<file path="src/rtl/fpu_mul_result_queue.sv">
// Result queue behind fpu_32_multiplier.
// Accepts product words and their overflow/underflow flags over a valid/ready
// handshake. Each word is tagged as NaN or not, and held in a DEPTH-entry
// first-word-fall-through FIFO until the writeback consumer takes it.
// The block also keeps sticky exception flags that software can clear, and a
// saturating count of accepted operations.
//
// Ports
//   clk, rst_n        clock; asynchronous active-low reset
//   in_valid/in_ready producer handshake (in_ready = not full)
//   in_res/in_of/in_uf product word and its multiplier flags
//   out_valid/out_ready consumer handshake (out_valid = not empty)
//   out_res/out_of/out_uf/out_nan  head entry; hold last popped entry when empty
//   flag_clr          clears sticky flags (a same-cycle flagged push wins)
//   sticky_of/uf/nan  OR of flags over accepted pushes since last clear
//   op_count          accepted pushes, saturating at all-ones
//   level             occupancy, 0..DEPTH
module fpu_mul_result_queue #(
  parameter int unsigned DEPTH = 4,
  parameter int unsigned CNT_W = 16
) (
  input  logic                       clk,
  input  logic                       rst_n,
  input  logic                       in_valid,
  output logic                       in_ready,
  input  logic [31:0]                in_res,
  input  logic                       in_of,
  input  logic                       in_uf,
  output logic                       out_valid,
  input  logic                       out_ready,
  output logic [31:0]                out_res,
  output logic                       out_of,
  output logic                       out_uf,
  output logic                       out_nan,
  input  logic                       flag_clr,
  output logic                       sticky_of,
  output logic                       sticky_uf,
  output logic                       sticky_nan,
  output logic [CNT_W-1:0]           op_count,
  output logic [$clog2(DEPTH):0]     level
);

  localparam int unsigned PTR_W = $clog2(DEPTH);
  localparam int unsigned LVL_W = PTR_W + 1;

  typedef struct packed {
    logic [31:0] res;
    logic        of;
    logic        uf;
    logic        nan;
  } entry_t;

  entry_t             mem_q [DEPTH];
  entry_t             in_entry;
  entry_t             head;
  entry_t             last_q, last_d;

  logic [PTR_W-1:0]   wr_ptr_q, wr_ptr_d;
  logic [PTR_W-1:0]   rd_ptr_q, rd_ptr_d;
  logic [LVL_W-1:0]   level_q, level_d;
  logic [CNT_W-1:0]   count_q, count_d;
  logic               sticky_of_q, sticky_of_d;
  logic               sticky_uf_q, sticky_uf_d;
  logic               sticky_nan_q, sticky_nan_d;

  logic               full;
  logic               empty;
  logic               push;
  logic               pop;
  logic               in_is_nan;

  // Handshake qualifiers; in_ready depends only on registered occupancy.
  assign full      = (level_q == LVL_W'(DEPTH));
  assign empty     = (level_q == LVL_W'(0));
  assign in_ready  = ~full;
  assign out_valid = ~empty;
  assign push      = in_valid & ~full;
  assign pop       = ~empty & out_ready;

  // NaN: all-ones exponent with non-zero mantissa; infinity is not NaN.
  assign in_is_nan = (in_res[30:23] == 8'hFF) && (in_res[22:0] != 23'd0);

  always_comb begin
    in_entry     = '0;
    in_entry.res = in_res;
    in_entry.of  = in_of;
    in_entry.uf  = in_uf;
    in_entry.nan = in_is_nan;
  end

  // Storage array; contents are only ever read behind a valid occupancy.
  always_ff @(posedge clk) begin
    if (push) begin
      mem_q[wr_ptr_q] <= in_entry;
    end
  end

  // Head is fall-through from storage; when empty, show the last popped entry.
  always_comb begin
    head = last_q;
    if (!empty) begin
      head = mem_q[rd_ptr_q];
    end
  end

  assign out_res = head.res;
  assign out_of  = head.of;
  assign out_uf  = head.uf;
  assign out_nan = head.nan;

  // Next-state for pointers, occupancy, hold register, flags and counter.
  always_comb begin
    wr_ptr_d     = wr_ptr_q;
    rd_ptr_d     = rd_ptr_q;
    level_d      = level_q;
    last_d       = last_q;
    count_d      = count_q;
    sticky_of_d  = sticky_of_q;
    sticky_uf_d  = sticky_uf_q;
    sticky_nan_d = sticky_nan_q;

    // Pointers wrap naturally because DEPTH is a power of two.
    if (push) begin
      wr_ptr_d = wr_ptr_q + PTR_W'(1);
    end
    if (pop) begin
      rd_ptr_d = rd_ptr_q + PTR_W'(1);
      last_d   = mem_q[rd_ptr_q];
    end

    unique case ({push, pop})
      2'b10:   level_d = level_q + LVL_W'(1);
      2'b01:   level_d = level_q - LVL_W'(1);
      default: level_d = level_q;
    endcase

    if (push && (count_q != {CNT_W{1'b1}})) begin
      count_d = count_q + CNT_W'(1);
    end

    // Clear first, then a flagged push in the same cycle sets the flag again.
    if (flag_clr) begin
      sticky_of_d  = 1'b0;
      sticky_uf_d  = 1'b0;
      sticky_nan_d = 1'b0;
    end
    if (push) begin
      sticky_of_d  = sticky_of_d  | in_of;
      sticky_uf_d  = sticky_uf_d  | in_uf;
      sticky_nan_d = sticky_nan_d | in_is_nan;
    end
  end

  // Control state; reset discards every queued entry.
  always_ff @(posedge clk or negedge rst_n) begin
    if (!rst_n) begin
      wr_ptr_q     <= '0;
      rd_ptr_q     <= '0;
      level_q      <= '0;
      last_q       <= '0;
      count_q      <= '0;
      sticky_of_q  <= 1'b0;
      sticky_uf_q  <= 1'b0;
      sticky_nan_q <= 1'b0;
    end else begin
      wr_ptr_q     <= wr_ptr_d;
      rd_ptr_q     <= rd_ptr_d;
      level_q      <= level_d;
      last_q       <= last_d;
      count_q      <= count_d;
      sticky_of_q  <= sticky_of_d;
      sticky_uf_q  <= sticky_uf_d;
      sticky_nan_q <= sticky_nan_d;
    end
  end

  assign sticky_of  = sticky_of_q;
  assign sticky_uf  = sticky_uf_q;
  assign sticky_nan = sticky_nan_q;
  assign op_count   = count_q;
  assign level      = level_q;

endmodule

</file>
<file path="config.mk">
export PLATFORM = sky130hd
export DESIGN_NAME = fpu_mul_result_queue
export DESIGN_NICKNAME = d
export VERILOG_FILES = /design/src/rtl/fpu_mul_result_queue.sv
export SDC_FILE = /design/constraint.sdc
export NUM_CORES = 1
export LEC_CHECK = 0
export BUFFER_PORTS_ARGS = -buffer_cell sky130_fd_sc_hd__buf_2
export CAP_MARGIN = 40
export CORE_UTILIZATION = 45
export CTS_BUF_LIST = sky130_fd_sc_hd__clkbuf_8
export DETAILED_ROUTE_END_ITERATION = 8
export MAX_ROUTING_LAYER = met4
export PLACE_DENSITY = 0.61
export SLEW_MARGIN = 10
export SYNTH_ARGS = -nofsm -noshare
export SYNTH_HDL_FRONTEND = slang
export SYNTH_SLANG_ARGS = --single-unit
</file>
<file path="constraint.sdc">
create_clock -name clk -period 3.07 [get_ports clk]
set_clock_uncertainty 0.05 [all_clocks]
set_input_delay 0.307 -clock clk [delete_from_list [all_inputs] [get_ports clk]]
set_output_delay 0.307 -clock clk [all_outputs]
set_load 0.01 [all_outputs]
</file>
==> metrics.md <==
| Metric | Value |
|---|---|
| Vias post-DR | roughly 4400 |
| Placed Cells | around 750 |
| Final setup viols | 0 |
| Register share of total power | between 40% and 50% |
| Width of the die | around 140 um |
| CTS tree | done |
| FILL cells | approximately 1500 |
| Cells after synthesis | 430 |
| Initial Util | 45.8% |
| Final critical-path required period | about 2700 ps |
| Synth area leader | edfxtp_1 |
| Grt ovf | 0 |
| Post-Syn Nets | 476 |
| Area delta synth->final | 20.8% |
| Grt met2 use | between 30% and 40% |
| GR Util met1 | a little over a fifth |
| Syn Area/Cell | about 19 um^2 |
| CTS buffer count | 35 |
| DR pass1 iterations | 4 |
| Async set-reset flop share out of synthesis | between 30% and 40% |
| Reg2reg start | level[0]$_DFFE_PN0P_ |
| Drt total wl | 15600 um |
| Worst slew pin tran | around 710 ps |
| H-tree levels | 2 |
| P per Cell Area | between 900 and 1000 mW/mm^2 |
| WL per Instance | ~18 um |
| Avg Vias per Cell | about 5.2 |
| Drt first-iter violations | around 170 |
| Root Buffer | clkbuf_8 |
| Register area share after synthesis | a little over two thirds |
| Reg clk slew, reported paths | 50 ps |
| Rows | 49 |
| Post-synthesis register bit count | ~200 |
| Ys flop type | edfxtp_1 |
| Max-slew violations | 0 |
| # diodes | 0 |
| Post-CTS setup buffer count | 0 |
| CP Buf/Inv Count | 2 |
| DRC | 0 |
| Area after DPL | around 0.009 mm^2 |
| Placer congestion estimate | 0.795 |
| Status | completed |
| Delay-heaviest family, CP | flip-flops |
| Slew headroom | a little over half |
| EDFF count, synth | between 100 and 150 |
| Final nets | 636 |
| Most common cell in the netlist | edfxtp_1 |
| DP Wirelength | around 9600 um |
| Reg2reg setup slack | 530 ps |
| Worst Path Required | about 2700 ps |
| Core Area | roughly 0.018 mm^2 |
| Clock Power Share | about 23% |
| Sequential cell area | ~0.0057 mm^2 |
| Critical-path cell list | buf_4 -> mux4_2 -> mux2_2 -> buf_2 |
| Antenna-violating nets left | 0 |
| Switch Pwr | 2.90 mW |
| Critical path startpoint category | flop |
| Initial antenna violation count | 0 |
| GR peak layer | met2 |
| Crit path launch | rd_ptr_q[1]$_DFFE_PN0P_ |
| CP Depth | 4 |
| Leakage | about 3.8 nW |
| FMAX | 0.369 GHz |
| Cells on worst reg2reg path | 9 |
| Share of layout cells above drive strength 1 | 44.3% |
| Yosys top cell area share | about 51% |
| Final Cycle Share | roughly nine tenths |
| Largest net degree at the start of global routing | 39 |
| Cell Area, Synth | roughly 0.0082 mm^2 |
| Die area | approximately 0.019 mm^2 |
| RR Endpoint | level[2]$_DFFE_PN0P_ |
| Cell-internal power | 6.48 mW |
| Clock Sinks | 201 |
| Setup TNS | 0 ps |
| Post-synth cell types | 40 |
| Crit path to | out_res[28] |
| Crit Path Category | flop to primary output |
| Met3 usage | between 4 and 5% |
| Tot Pwr | roughly 9.4 mW |
| Critical Path Fanout Max | 27 |
| First-pass GRT wire length | 24700 um |
| GRT Util Overall | a little under a fifth |
| Crit. End Element | primary output |
| Max_cap viols | 0 |
| Area contributors post-synth | edfxtp_1 (51%), dfrtp_1 (19%), mux4_2 (9.6%) |
| CP arrival | 2350 ps |
| Clk buf depth | 3 |
| RSZ-0062 raised after global routing | false |
| Non-filler instance count after layout | 845 |
| I/O pin total | between 90 and 100 |
| Top cells by count, synth | edfxtp_1 (140), dfrtp_1 (61), mux2_2 (57), mux4_2 (35), mux2_4 (18) |
| Switching share of power | 30.9% |
| Comb pwr share | around 35% |
| Worst vdd ir | between 0.0004 and 0.0005 V |
| Synth warnings | 0 |
| Min-delay worst type | primary input to flop |
| Final Hold Vio Count | 0 |
| Buffers on Ports | 97 |
| Vias in the first global route | roughly 4700 |
| Worst-Skew Late Latency | approximately 500 ps |
| Multi-input logic area | ~0.0024 mm^2 |
| Post-Layout Inst Area | between 0.009 and 0.01 mm^2 |
| Worst path slowest cell | dfrtp_2 |
| Max incr delay on CP | between 800 and 900 ps |
| Chip Height | between 100 and 150 um |
[power by group through the flow]
stage          logic (mW)  registers, mW  clock network (mW)
2_1_floorplan        2.34           3.94                   0
3_3_place_gp         3.23           4.03                   0
3_5_place_dp         3.26           4.07                   0
4_1_cts              3.32           4.02                2.21
5_1_grt              3.53           4.09                2.33
6_report             3.24           4.01                2.13
[repair_timing]
action | 4_1_cts | 5_1_grt
endpoints found under the setup margin | 0 | 0
gates resized for setup | 0 | 0
hold endpoints to repair | 146 | 0
hold buffers | 34 | 0
[flip-flops by register name (all words and copies together) (netlist names)]
signal and flops:
last_q 35, level 3, mem_q 140, op_count 16, rd_ptr_q 2, sticky_nan 1
sticky_of 1, sticky_uf 1, wr_ptr_q 2
[logic make-up (layout without fill, tap and decap cells)]
| kind of cell | after synthesis | in the layout | synth area share [%] |
|---|---|---|---|
| DFF | 201 | 201 | 69.7 |
| muxes | 111 | 111 | 20.8 |
| and+or+nand+nor | 58 | 58 | 4.02 |
| buffers and inverters | 27 | 213 | 1.81 |
| xor gates and xnor gates | 15 | 15 | 1.60 |
| AOI/OAI and AO/OA | 11 | 11 | 0.943 |
| adders and majority gates | 7 | 7 | 1.16 |
[stage by stage]
stage	utilization (%)	worst slack (ps)	hold slack (ps)
final	55.3	359	41.2
after global routing	55.3	219	11.9
after CTS	55.3	303	21.7
after detailed placement	50.0	542	225
after global placement	50.0	629	223
after floorplan	-	654	-38.6
[cell type report]
cell class                      count  share of cell area [%]
Clock buffer                       36                    4.99
Clock inverter                     27                    1.20
Inverter                            8                   0.327
Multi-Input combinational cell    202                    23.7
Sequential cell                   201                    57.7
Tap cell                          229                    2.88
Timing Repair Buffer              142                    9.27
[worst min path at each step]
stage | startpoint | to | slack (ps) | cells past startpoint
CTS | in_res[22] | mem_q[2][25]$_DFFE_PP_ | 20 | 1
global route | in_res[22] | mem_q[0][25]$_DFFE_PP_ | 10 | 1
floorplan | rst_n | last_q[0]$_DFFE_PN0P_ | -40 | 0
detailed placement | rst_n | last_q[30]$_DFFE_PN0P_ | 230 | 1
finish | in_res[22] | mem_q[2][25]$_DFFE_PP_ | 40 | 1
global placement | rst_n | last_q[30]$_DFFE_PN0P_ | 220 | 1
[per-layer routing]
layer / routed length (um) / part of all wire [%] / vias up
met5: 0 / 0 / -
met4: 291 / 1.9 / 0
met3: 764 / 4.9 / 24
met2: 7950 / 51 / 106
met1: 6590 / 42 / 2242
li1: - / - / 2025
[cells in the final DEF, fill, tap and decap left out, types with 14 or more instances in the layout]
cell / n
dlygate4sd3_1: 34
clkbuf_8: 36
inv_1: 14
dfrtp_1: 59
edfxtp_1: 140
mux2_4: 18
buf_2: 97
mux4_2: 35
mux2_2: 57
(Power assumes the default switching activity.)
